File: src/rtl/uart_tx_fifo.sv
// uart_tx_fifo: circular byte FIFO that launches one frame at a time into a UART transmitter.
// Define UART_TX_FIFO_OVF_EN to add the sticky OVERFLOW output.
module uart_tx_fifo #(
    parameter int DATA_WIDTH = 8,
    parameter int ADDR_WIDTH = 4
) (
    input  logic                  CLK,
    input  logic                  RST,
    input  logic [DATA_WIDTH-1:0] WR_DATA,
    input  logic                  WR_EN,
    output logic                  FULL,
    output logic                  EMPTY,
    output logic [ADDR_WIDTH:0]   COUNT,
    output logic [DATA_WIDTH-1:0] P_DATA,
    output logic                  DATA_VALID,
`ifdef UART_TX_FIFO_OVF_EN
    output logic                  OVERFLOW,
`endif
    input  logic                  Busy
);

    localparam int DEPTH = 2 ** ADDR_WIDTH;
    localparam logic [ADDR_WIDTH:0] DEPTH_CNT = (ADDR_WIDTH + 1)'(DEPTH);

    typedef enum logic [1:0] {
        IDLE,
        WAIT_BUSY,
        WAIT_DONE
    } state_t;

    state_t                state;
    logic [DATA_WIDTH-1:0] mem [DEPTH];
    logic [ADDR_WIDTH-1:0] wr_ptr;
    logic [ADDR_WIDTH-1:0] rd_ptr;
    logic [ADDR_WIDTH:0]   count;
    logic                  wr_accept;
    logic                  launch;

    // Flags decode the occupancy register only, so WR_EN never reaches FULL/EMPTY combinationally.
    assign FULL      = (count == DEPTH_CNT);
    assign EMPTY     = (count == '0);
    assign COUNT     = count;
    assign wr_accept = WR_EN && !FULL;
    assign launch    = (state == IDLE) && !EMPTY && !Busy;

    always_ff @(posedge CLK) begin
        if (wr_accept) begin
            mem[wr_ptr] <= WR_DATA;
        end
    end

    always_ff @(posedge CLK or posedge RST) begin
        if (RST) begin
            wr_ptr <= '0;
            rd_ptr <= '0;
            count  <= '0;
        end else begin
            if (wr_accept) begin
                wr_ptr <= wr_ptr + 1'b1;
            end
            if (launch) begin
                rd_ptr <= rd_ptr + 1'b1;
            end
            case ({wr_accept, launch})
                2'b10:   count <= count + 1'b1;
                2'b01:   count <= count - 1'b1;
                default: count <= count;
            endcase
        end
    end

    // One launch per frame: wait for Busy to rise, then fall, before the next one.
    always_ff @(posedge CLK or posedge RST) begin
        if (RST) begin
            state      <= IDLE;
            P_DATA     <= '0;
            DATA_VALID <= 1'b0;
        end else begin
            DATA_VALID <= 1'b0;
            case (state)
                IDLE: begin
                    if (launch) begin
                        P_DATA     <= mem[rd_ptr];
                        DATA_VALID <= 1'b1;
                        state      <= WAIT_BUSY;
                    end
                end
                WAIT_BUSY: begin
                    if (Busy) begin
                        state <= WAIT_DONE;
                    end
                end
                WAIT_DONE: begin
                    if (!Busy) begin
                        state <= IDLE;
                    end
                end
                default: state <= IDLE;
            endcase
        end
    end

`ifdef UART_TX_FIFO_OVF_EN
    always_ff @(posedge CLK or posedge RST) begin
        if (RST) begin
            OVERFLOW <= 1'b0;
        end else if (WR_EN && FULL) begin
            OVERFLOW <= 1'b1;
        end
    end
`endif

endmodule

File: config.mk
export PLATFORM = sky130hd
export DESIGN_NAME = uart_tx_fifo
export DESIGN_NICKNAME = d
export VERILOG_FILES = /design/src/rtl/uart_tx_fifo.sv
export SDC_FILE = /design/constraint.sdc
export NUM_CORES = 1
export LEC_CHECK = 0
export BUFFER_PORTS_ARGS = -buffer_cell sky130_fd_sc_hd__buf_2
export CAP_MARGIN = 40
export CORE_ASPECT_RATIO = 1.25
export CORE_MARGIN = 8
export CORE_UTILIZATION = 46
export CTS_CLUSTER_SIZE = 20
export DETAILED_ROUTE_END_ITERATION = 7
export HOLD_SLACK_MARGIN = 0.08
export MAX_ROUTING_LAYER = met4
export PLACE_DENSITY = 0.74
export SETUP_SLACK_MARGIN = 0.4
export SYNTH_ARGS = -nofsm -noshare
export SYNTH_HDL_FRONTEND = slang
export SYNTH_SLANG_ARGS = --single-unit
File: constraint.sdc
create_clock -name CLK -period 7.1 [get_ports CLK]
set_input_delay 1.42 -clock CLK [delete_from_list [all_inputs] [get_ports CLK]]
set_output_delay 1.42 -clock CLK [all_outputs]
set_load 0.05 [all_outputs]
==> flow_summary.rst, run 1 <==
.. list-table::
   :header-rows: 1

   * - Metric
     - Value
   * - Run status
     - finished, final reports clean
   * - Share of the clock period used by the worst path
     - 46.6%
   * - Post-synth top flop
     - edfxtp_1
   * - Clk root buf
     - clkbuf_16
   * - Area share of and/or/nand/nor cells after synthesis
     - 3.63%
   * - Number of global-route vias before repair
     - 3196
   * - Antenna Diode Count
     - 0
   * - Net count, final
     - 388
   * - H-Tree Depth
     - 4
   * - Initial DRC count
     - 235
   * - Worst-path clk slew
     - 0.06 ns
   * - Class of the tightest hold or removal check
     - reg -> reg
   * - Layout cells sized above 1
     - 27.4%
   * - Netlist area before placement
     - 0.00617 sq mm
   * - Cells on worst reg2reg path
     - 10
   * - Post-route worst setup slack
     - 3.79 ns
   * - Synthesis-stage register bit count
     - 152
   * - Worst setup path endpoint
     - COUNT[4]
   * - Die height
     - 145 um
   * - End of the worst register-to-register path
     - COUNT[4]
   * - First element of the critical path
     - WR_EN
   * - Highest-count cells in the layout ignoring fill and taps
     - 128 x edfxtp_1, 29 x buf_2, 23 x dfrtp_1
   * - Buffer levels on the longest clock path
     - 2
   * - Measured slew at the worst slew-check pin
     - 0.833 ns
   * - Top-level I/O count
     - 28
   * - Slack of the worst reg-to-reg path
     - 4.10 ns
   * - Launching point of the worst reg2reg path
     - COUNT[0]
   * - Count of hold-fix buffers inserted at cts
     - 0
   * - Final setup TNS
     - 0 ns
   * - Vias/cell
     - 5.48
   * - Async set or reset register ratio after synthesis
     - 15.8%
   * - Floorplan core area
     - 0.0132 sq mm
   * - Layout filler cell count
     - 1008
   * - Routed Wire Length
     - 11000 um
   * - Required time worst endpoint
     - 7.44 ns
   * - Sequential area share after synthesis
     - 72.0%
   * - Maximum number of pins on one net before global-route repair
     - 28
   * - Total global routing track utilization
     - 13.4%
   * - Clock tree from TritonCTS
     - done
   * - Power density over the cells
     - 423 mW/mm^2
   * - Data arrival time of the critical path
     - 3.64 ns
   * - Setup repair after global routing missed its margin
     - no
   * - FP Rows
     - 47
   * - Slew Limit Fails
     - 0
   * - Worst Setup Path Type
     - in -> reg
   * - Number of cells upsized or downsized after cts
     - 0
   * - Antenna violation net count after detailed routing
     - 0
   * - Adder-cell share of the synthesized area
     - 2.15%
   * - Number of clock sinks
     - 152
   * - Synthesized area per cell
     - 19.2 sq um
   * - Startpoint type of the worst setup path
     - primary input
   * - Compound-gate portion of the synthesized area
     - 1.78%
   * - Normalized max-slew margin
     - 44.2%
   * - Area of combinational cells with multiple inputs
     - 0.00157 sq mm
   * - Routed length per instance
     - 20.0 um
   * - Final HPWL from detailed placement
     - 7160 um
   * - Grt met3 use
     - 3.42%
   * - Last weighted congestion value of the routability-driven placer
     - 0.741
   * - Number of violations of the max-capacitance limit
     - 0
   * - Initial core utilization
     - 46.8%
   * - Synth warnings
     - 0
   * - Minimum period implied by the final worst setup slack
     - 3.31 ns
   * - Layer with the highest usage after global routing
     - met2
   * - Detailed-route DRC error count
     - 0
   * - Remaining global-route overflow
     - 0
   * - Distinct cell type count after synthesis
     - 34
   * - Static Leakage
     - 2.59 nW
   * - Max Clock Skew
     - 0.00742 ns
   * - Final setup violation count
     - 0
   * - Highest achievable clock rate
     - 302 MHz
   * - Max VDD drop
     - 0.286 mV
   * - Most frequent standard cell in the layout excluding fill and tap cells
     - edfxtp_1
   * - EDFF count, synth
     - 128
   * - Detailed Routing Iterations Pass 1
     - 5
   * - First-pass GRT wire length
     - 17200 um
   * - Synthesis-to-layout area growth
     - 15.6%
   * - Synth Net Count
     - 344
   * - Main combinational cell family by area after synthesis
     - multiplexers
   * - Category of the worst setup path capture point
     - flip-flop
   * - TritonCTS Buffers
     - 17
   * - Clock insertion delay at the later pin of the skew report
     - 0.41 ns
   * - Overall die area
     - 0.0174 sq mm
   * - Vias post-DR
     - 3013
   * - Synthesized instance count
     - 322
   * - Fraction of met2 tracks used by global routing
     - 22.2%
   * - Multiplexer area fraction after synthesis
     - 16.3%
   * - Met1 Usage GRT
     - 15.2%
   * - Post-CTS setup repair buffer count
     - 0
   * - Register area
     - 0.00445 sq mm
   * - Final hold violation count
     - 0
   * - Setup WS pre-CTS
     - 3.36 ns
   * - Die outline width
     - 120 um
   * - Number of buffers added on ports
     - 27
   * - Largest driver fanout on the critical path
     - 9
   * - Initial antenna violation count
     - 0
   * - Post-synthesis share of cell area spent on xor and xnor gates
     - 1.56%
==> metrics by stage <==
step	cell area, sq um	hold WS (ns)	power (mW)	utilization [%]	cells
after floorplan	6170	0.451	1.94	-	322
after global placement	6430	0.461	2.10	48.8	508
after detailed placement	6530	0.468	2.15	49.5	517
after CTS	7130	0.482	3.05	54.1	549
after global routing	7130	0.517	3.16	54.2	550
final	7130	0.482	3.02	54.2	550
==> how the worst min path moves through the flow <==
stage / from / endpoint / slack [ns] / cells after the start
after global placement: P_DATA[0] / P_DATA[0] / 0.46 / 2
after global routing: P_DATA[6] / P_DATA[6] / 0.52 / 2
after CTS: P_DATA[3] / P_DATA[3] / 0.48 / 2
after floorplan: state[1] / state[0] / 0.45 / 1
after detailed placement: P_DATA[3] / P_DATA[3] / 0.47 / 2
final: P_DATA[3] / P_DATA[3] / 0.48 / 2
==> layout make-up <==
type / instances / area share, %
clock buffers: 18 / 6.02
clock inverters: 14 / 2.42
inverters: 7 / 0.368
multi-input cells: 146 / 22.0
flip-flops and latches: 152 / 62.3
well taps: 171 / 3.00
repair buffers: 42 / 3.86
==> where the power goes <==
group | leakage (nW) | total [mW] | internal (mW) | switching [mW]
clock | 0.293 | 0.896 | 0.555 | 0.341
combinational | 0.846 | 0.908 | 0.393 | 0.515
sequential | 1.45 | 1.21 | 1.11 | 0.103
==> kinds of logic (layout without fill, tap and decap cells) <==
| logic type | Yosys count | after routing |
|---|---|---|
| mux | 56 | 56 |
| compound gates | 19 | 19 |
| simple gates | 50 | 50 |
| xor+xnor | 11 | 11 |
| buf+inv | 24 | 81 |
| fa+ha+maj | 10 | 10 |
| flops | 152 | 152 |
==> Yosys cell counts (3+ instances only) <==
| library cell | n | share of area, % |
|---|---|---|
| inv_1 | 7 | 0.43 |
| mux4_2 | 22 | 8.0 |
| mux2_2 | 8 | 1.5 |
| ha_1 | 9 | 1.8 |
| xnor2_1 | 9 | 1.3 |
| nor3_1 | 7 | 0.57 |
| a21oi_1 | 3 | 0.24 |
| mux2i_1 | 16 | 2.6 |
| buf_6 | 4 | 0.73 |
| edfxtp_1 | 128 | 62 |
| nor2_1 | 15 | 0.91 |
| buf_2 | 4 | 0.32 |
| dfrtp_1 | 24 | 9.7 |
| o21ai_0 | 10 | 0.81 |
| mux4_1 | 10 | 4.3 |
| buf_4 | 3 | 0.37 |
| nand2_1 | 19 | 1.2 |
==> per-layer routing <==
layer / vias to the layer above / routed length (um)
met5: - / 0
met4: 0 / 190
met3: 15 / 712
met2: 106 / 5680
met1: 1541 / 4410
li1: 1351 / -
==> state kept, by name, summed over array words and instances, names as in the netlist <==
register,cells
COUNT,5
DATA_VALID,1
state,2
P_DATA,8
wr_ptr,4
mem,128
rd_ptr,4
==> critical path, stage by stage <==
cell	delay [ns]
buf_2	0.08
a21boi_1	0.58
inv_1	0.10
ha_1	0.32
fa_1	0.44
a21o_1	0.17
a21oi_1	0.17
mux2i_1	0.23
xnor2_1	0.13
No activity file was read; power rests on OpenSTA's default activity.
==> run 2: changes to the inputs <==
--- a/config.mk
+++ b/config.mk
@@ -5,6 +5,7 @@
 export SDC_FILE = /design/constraint.sdc
 export NUM_CORES = 1
 export LEC_CHECK = 0
+export ABC_AREA = 1
 export BUFFER_PORTS_ARGS = -buffer_cell sky130_fd_sc_hd__buf_2
 export CAP_MARGIN = 40
 export CORE_ASPECT_RATIO = 1.25
@@ -14,7 +15,7 @@
 export DETAILED_ROUTE_END_ITERATION = 7
 export HOLD_SLACK_MARGIN = 0.08
 export MAX_ROUTING_LAYER = met4
-export PLACE_DENSITY = 0.74
+export PLACE_DENSITY = 0.73
 export SETUP_SLACK_MARGIN = 0.4
 export SYNTH_ARGS = -nofsm -noshare
 export SYNTH_HDL_FRONTEND = slang
==> constraint.sdc (replaced) <==
create_clock -name CLK -period 3.05 [get_ports CLK]
set_input_delay 0.61 -clock CLK [delete_from_list [all_inputs] [get_ports CLK]]
set_output_delay 0.61 -clock CLK [all_outputs]
set_load 0.05 [all_outputs]
==> flow_summary.rst, run 2 <==
.. list-table::
   :header-rows: 1

   * - Metric
     - Value
   * - Synth warnings
     - 0 (unchanged)
   * - Number of global-route vias before repair
     - 4793 (+50%)
   * - Synth Net Count
     - 699 (+100%)
   * - Max Clock Skew
     - 0.00772 ns (+0.000301 ns)
   * - Static Leakage
     - 3.52 nW (+36%)
   * - First-pass GRT wire length
     - 24500 um (+43%)
   * - Synthesized instance count
     - 677 (+110%)
   * - Top-area cell type share of the netlist area
     - 56.8% (-5.5 points)
   * - Setup WS pre-CTS
     - 0.485 ns (-2.88 ns)
   * - CP max stage delay
     - 0.46 ns (-0.12 ns)
   * - Async set or reset register ratio after synthesis
     - 15.8% (unchanged)
   * - Multiplexer area fraction after synthesis
     - 0% (-16 points)
   * - Post-route met1 wirelength
     - 5820 um (+32%)
   * - Required time worst endpoint
     - 3.35 ns (-4.09 ns)
   * - Antenna Diode Count
     - 0 (unchanged)
   * - Clock tree from TritonCTS
     - done
   * - Final hold violation count
     - 0 (unchanged)
   * - Share of the clock period used by the worst path
     - 80.3%
   * - Synthesis-stage register bit count
     - 152 (unchanged)
   * - EDFF count, synth
     - 128 (unchanged)
   * - Die outline width
     - 125 um (+4.1%)
   * - Net count, final
     - 739 (+90%)
   * - Netlist area before placement
     - 0.00677 sq mm (+9.8%)
   * - Top cells by area in the synthesized netlist
     - edfxtp_1 57%, nand2_1 13%, dfrtp_1 8.9%
   * - Antenna violation net count after detailed routing
     - 0 (unchanged)
   * - Slowest cell on the critical path
     - dfrtp_2
   * - Most used standard cell by instance count after synthesis
     - nand2_1
   * - H-Tree Depth
     - 4 (unchanged)
   * - Clk root buf
     - clkbuf_16
   * - Initial antenna violation count
     - 0 (unchanged)
   * - Ordered list of cells on the worst path
     - nor4_4, nand2_2, nand2_2, inv_1, ha_2, fa_1, nand3_1, nand2_1, a21oi_1, o21ai_0, nand2_1, nand2_1
   * - Post-synth top flop
     - edfxtp_1
   * - Routed length on met2
     - 8100 um (+42%)
   * - Post-synthesis share of cell area spent on xor and xnor gates
     - 0.776% (-0.79 points)
   * - Sequential area share after synthesis
     - 65.6% (-6.4 points)
   * - Class of the tightest hold or removal check
     - in -> async
   * - Buffer levels on the longest clock path
     - 2 (unchanged)
   * - Normalized max-slew margin
     - 52.5% (+8.2 points)
   * - Last weighted congestion value of the routability-driven placer
     - 0.891 (+20%)
   * - Synthesized area per cell
     - 10.0 sq um (-48%)
   * - Power density over the cells
     - 966 mW/mm^2 (+130%)
   * - Highest achievable clock rate
     - 409 MHz
   * - Adder-cell share of the synthesized area
     - 1.96% (-0.19 points)
   * - Max VDD drop
     - 0.878 mV (+210%)
   * - Vias post-DR
     - 4725 (+57%)
   * - Startpoint type of the worst setup path
     - flip-flop
   * - Slack of the worst reg-to-reg path
     - 0.60 ns (-3.50 ns)
   * - Most numerous cell types in the synthesized netlist
     - 230 x nand2_1, 128 x edfxtp_1, 114 x inv_1, 99 x nand3_1, 24 x dfrtp_1
   * - Number of buffers added on ports
     - 27 (unchanged)
   * - Filler-free cell count of the finished design
     - 908 (+65%)
   * - Routed length per instance
     - 16.9 um (-15%)
   * - Final HPWL from detailed placement
     - 9890 um (+38%)
   * - Worst-path clk slew
     - 0.06 ns (about the same)
   * - Run status
     - finished, final reports clean
   * - Most frequent standard cell in the layout excluding fill and tap cells
     - nand2_1
   * - Top-level I/O count
     - 28 (unchanged)
   * - Worst Setup Path Type
     - reg -> reg
   * - Data arrival time of the critical path
     - 2.75 ns (-0.89 ns)
   * - Initial DRC count
     - 493 (+110%)
   * - Count of buffer and inverter cells on the critical path
     - 1 (-1)
   * - Clock insertion delay at the later pin of the skew report
     - 0.41 ns (about the same)
   * - Post-route worst setup slack
     - 0.602 ns (-3.19 ns)
   * - Synthesis-to-layout area growth
     - 15.0%
   * - Top reg by flops
     - mem
   * - Most prevalent standard cell on the critical path
     - nand2_1
   * - Vias/cell
     - 5.20 (-5.0%)
   * - FP Rows
     - 49 (+4.3%)
   * - Die height
     - 152 um (+4.2%)
   * - TritonCTS Buffers
     - 17 (unchanged)
   * - Highest layer used for signal routing
     - met4
   * - Setup repair after global routing missed its margin
     - no
   * - Minimum period implied by the final worst setup slack
     - 2.45 ns
   * - Initial core utilization
     - 47.0% (+0.17 points)
   * - Total global routing track utilization
     - 17.1% (+3.7 points)
   * - Layout cells sized above 1
     - 12.3% (-15 points)
   * - Detailed Routing Iterations Pass 1
     - 5 (unchanged)
   * - Main combinational cell family by area after synthesis
     - simple AND/OR/NAND/NOR gates
   * - Detailed-route DRC error count
     - 0 (unchanged)
   * - Category of the worst setup path capture point
     - flip-flop
   * - Maximum number of pins on one net before global-route repair
     - 68 (+140%)
   * - Number of clock sinks
     - 152 (unchanged)
   * - Compound-gate portion of the synthesized area
     - 0.924% (-0.86 points)
   * - Max FFs per register
     - 128 (unchanged)
   * - Number of violations of the max-capacitance limit
     - 0 (unchanged)
   * - Final setup TNS
     - 0 ns (unchanged)
   * - Post-route core utilization
     - 54.1% (-0.10 points)
   * - Highest-count cells in the layout ignoring fill and taps
     - 229 x nand2_1, 128 x edfxtp_1, 114 x inv_1
   * - Synth area leader
     - edfxtp_1
   * - Remaining global-route overflow
     - 0 (unchanged)
   * - Placed Cells incl. Taps
     - 875 (+69%)
   * - Measured slew at the worst slew-check pin
     - 0.713 ns (-0.121 ns)
   * - Final setup violation count
     - 0 (unchanged)
   * - Area share of and/or/nand/nor cells after synthesis
     - 21.7% (+18 points)
   * - Slew Limit Fails
     - 0 (unchanged)
   * - Post-CTS setup repair buffer count
     - 0 (unchanged)
   * - Cell family contributing the most delay on the critical path
     - simple AND/OR/NAND/NOR gates
   * - Largest driver fanout on the critical path
     - 7 (-2)
   * - Overall die area
     - 0.0189 sq mm (+8.6%)
   * - Met3 routed wirelength
     - 882 um (+24%)
   * - Floorplan core area
     - 0.0144 sq mm (+9.4%)
   * - Routed Wire Length
     - 15300 um (+40%)
   * - Distinct cell type count after synthesis
     - 23 (-32%)
run 2: per-layer routing:
| metal | up-vias | track usage [%] |
|---|---|---|
| li1 | 2250 | - |
| met1 | 2229 | 18.2 |
| met2 | 205 | 30.2 |
| met3 | 41 | 2.92 |
| met4 | 0 | 9.11 |
| met5 | - | - |
run 2: cell type report:
| class | instances | area (sq um) |
|---|---|---|
| fill | 1188 | 6620 |
| sequential | 152 | 4450 |
| multi-input combinational | 378 | 1730 |
| inverter | 117 | 439 |
| clock buffer | 17 | 425 |
| timing repair buffer | 51 | 320 |
| tap | 178 | 223 |
| clock inverter | 15 | 200 |
run 2: path summary, 6_finish.rpt:
path,startpoint,end,cells past startpoint
min in group CLK,Busy,state[0],2
setup / recovery,COUNT[0],COUNT[4],12
setup reg to reg,COUNT[0],COUNT[4],12
hold / removal,RST,rd_ptr[2],2
hold reg to reg,P_DATA[2],P_DATA[2],2
max in group asynchronous,RST,COUNT[1],3
run 2: where the power goes:
group          switching, mW  internal (mW)  total [mW]
Sequential             0.176           2.55        2.73
Combinational           1.87          0.725        2.59
Clock                  0.831           1.37        2.20
Total                   2.87           4.65        7.52
run 2: what timing repair did:
action	in CTS	in global routing
endpoints found under the setup margin	0	1
gates resized for setup	0	3
endpoints found under the hold margin	0	0
hold buffers	0	0
run 2: logic make-up (layout without fill, tap and decap cells):
group	after synthesis	after routing
DFF	152	152
AOI/OAI and AO/OA	12	12
and+or+nand+nor	350	350
adders and majority gates	10	10
xor gates and xnor gates	6	6
buffers and inverters	147	200
run 2: through the flow:
stage | hold slack (ns) | power [mW] | cell area (sq um)
global placement | 0.461 | 5.15 | 7060
floorplan | 0.449 | 4.59 | 6780
CTS | 0.241 | 7.50 | 7770
global route | 0.259 | 7.91 | 7790
finish | 0.222 | 7.52 | 7790
detailed placement | 0.465 | 5.30 | 7140
==> run 3: changes to the inputs <==
==> constraint.sdc (replaced) <==
create_clock -name CLK -period 2.3 [get_ports CLK]
set_input_delay 0.46 -clock CLK [delete_from_list [all_inputs] [get_ports CLK]]
set_output_delay 0.46 -clock CLK [all_outputs]
set_load 0.05 [all_outputs]
==> flow_summary.rst, run 3 (synthesis results as in run 2) <==
.. list-table::
   :header-rows: 1

   * - Metric
     - Value
   * - Number of global-route vias before repair
     - 4679 (-2.4%)
   * - First-pass GRT wire length
     - 24000 um (-2.0%)
   * - Floorplan core area
     - 0.0144 sq mm (unchanged)
   * - Class of the tightest hold or removal check
     - in -> async
   * - Initial antenna violation count
     - 0 (unchanged)
   * - Routed length per instance
     - 17.1 um (+1.1%)
   * - TritonCTS Buffers
     - 17 (unchanged)
   * - Max FFs per register
     - 128 (unchanged)
   * - Met1 Usage GRT
     - 17.4% (-0.90 points)
   * - Number of buffers added on ports
     - 27 (unchanged)
   * - H-Tree Depth
     - 4 (unchanged)
   * - Finished layout cell area
     - 0.00812 sq mm (+4.3%)
   * - Max Clock Skew
     - 0.00826 ns (+0.000540 ns)
   * - Run status
     - finished, final reports clean
   * - Synthesis-to-layout area growth
     - 19.9%
   * - Placed cell area
     - 0.00718 sq mm (+0.51%)
   * - Vias post-DR
     - 4713 (-0.25%)
   * - Antenna violation net count after detailed routing
     - 0 (unchanged)
   * - Highest-count cells in the layout ignoring fill and taps
     - 222 x nand2_1, 128 x edfxtp_1, 112 x inv_1
   * - Required time worst endpoint
     - 1.84 ns (-1.51 ns)
   * - Normalized max-slew margin
     - 51.9% (-0.62 points)
   * - Final setup violation count
     - 0 (unchanged)
   * - Detailed-route DRC error count
     - 0 (unchanged)
   * - Top reg by flops
     - mem
   * - Overall die area
     - 0.0189 sq mm (unchanged)
   * - Setup repair after global routing missed its margin
     - yes
   * - Power density over the cells
     - 1270 mW/mm^2 (+32%)
   * - Largest driver fanout on the critical path
     - 2 (-5)
   * - Clk root buf
     - clkbuf_16
   * - Remaining global-route overflow
     - 0 (unchanged)
   * - Max VDD drop
     - 0.892 mV (+1.6%)
   * - FP Rows
     - 49 (unchanged)
   * - Data arrival time of the critical path
     - 1.69 ns (-1.06 ns)
   * - Number of violations of the max-capacitance limit
     - 0 (unchanged)
   * - Initial core utilization
     - 47.0% (unchanged)
   * - Worst Setup Path Type
     - reg -> out
   * - Worst-path clk slew
     - 0.06 ns (about the same)
   * - Share of the clock period used by the worst path
     - 93.3%
   * - Minimum period implied by the final worst setup slack
     - 2.15 ns
   * - Detailed Routing Iterations Pass 1
     - 5 (unchanged)
   * - Clock tree from TritonCTS
     - done
   * - Total global routing track utilization
     - 17.1% (-0.021 points)
   * - Clock insertion delay at the later pin of the skew report
     - 0.42 ns (about the same)
   * - Routed Wire Length
     - 15600 um (+1.7%)
   * - Slew Limit Fails
     - 0 (unchanged)
   * - Layout cells sized above 1
     - 17.1% (+4.8 points)
   * - Most frequent standard cell in the layout excluding fill and tap cells
     - nand2_1
   * - Startpoint type of the worst setup path
     - flip-flop
   * - Final setup TNS
     - 0 ns (unchanged)
   * - Buffer levels on the longest clock path
     - 2 (unchanged)
   * - Antenna Diode Count
     - 0 (unchanged)
   * - Setup WS pre-CTS
     - 0.107 ns (-0.378 ns)
   * - Die outline width
     - 125 um (unchanged)
   * - Post-route worst setup slack
     - 0.154 ns (-0.448 ns)
   * - Net count, final
     - 744 (+0.68%)
   * - Measured slew at the worst slew-check pin
     - 0.722 ns (+0.00928 ns)
   * - Number of clock sinks
     - 152 (unchanged)
   * - Initial DRC count
     - 435 (-12%)
   * - Layer with the highest usage after global routing
     - met2
   * - Die height
     - 152 um (unchanged)
   * - Static Leakage
     - 3.63 nW (+3.0%)
   * - Final hold violation count
     - 0 (unchanged)
   * - Vias/cell
     - 5.16 (-0.80%)
   * - Fraction of met2 tracks used by global routing
     - 29.7% (-0.43 points)
   * - Top-level I/O count
     - 28 (unchanged)
   * - Final HPWL from detailed placement
     - 9520 um (-3.7%)
   * - Category of the worst setup path capture point
     - primary output
   * - Highest achievable clock rate
     - 466 MHz
   * - Maximum number of pins on one net before global-route repair
     - 68 (unchanged)
   * - Last weighted congestion value of the routability-driven placer
     - 0.876 (-1.7%)
   * - Final hold slack
     - 0.0996 ns (-0.122 ns)
   * - Grt met3 use
     - 3.17% (+0.24 points)
run 3: per-stage QoR:
step,util [%],total power [mW],instances
floorplan,-,6.20,677
global route,56.4,10.9,913
global placement,49.8,7.02,863
finish,56.4,10.3,913
CTS,55.0,10.1,906
detailed placement,49.8,7.13,863
run 3: worst max-delay path: stages, from the launching register on:
cell     delay [ns]
dfrtp_2        0.42
nor4_4         0.32
nand2_2        0.10
buf_4          0.15
buf_6          0.11
inv_4          0.04
buf_8          0.13
run 3: final cells by class:
class | instances | area [sq um]
Clock buffer | 24 | 472
Multi-Input combinational cell | 378 | 1980
Clock inverter | 8 | 121
Inverter | 117 | 449
Timing Repair Buffer | 56 | 430
Fill cell | 1130 | 6280
Sequential cell | 152 | 4450
Tap cell | 178 | 223
run 3: what timing repair did:
action,in CTS,in global routing
hold endpoints to repair,0,0
setup endpoints to repair,30,118
resized for setup,13,34
cloned,0,1
hold buffers,0,0
setup buffers,11,6
pin swaps,4,5
run 3: worst paths after layout:
path | from | end | slack (ns) | depth (start not counted)
max | COUNT[3] | EMPTY | 0.15 | 6
min | RST | P_DATA[6] | 0.1 | 3
max reg2reg | COUNT[3] | COUNT[4] | 0.16 | 11
min reg2reg | P_DATA[1] | P_DATA[1] | 0.47 | 2
max in group asynchronous | RST | rd_ptr[0] | 1.90 | 3
min in group CLK | Busy | state[0] | 0.27 | 2
run 3: per-layer routing:
layer  routed length [um]  vias to the layer above
li1                     -                     2268
met1                 5920                     2252
met4                  709                        0
met2                 8270                      153
met3                  698                       40
met5                    0                        -
run 3: power breakdown:
part / switching, mW / leakage [nW] / internal, mW
combinational: 2.69 / 1.89 / 1.19
clock: 1.03 / 0.290 / 1.76
sequential: 0.261 / 1.45 / 3.39
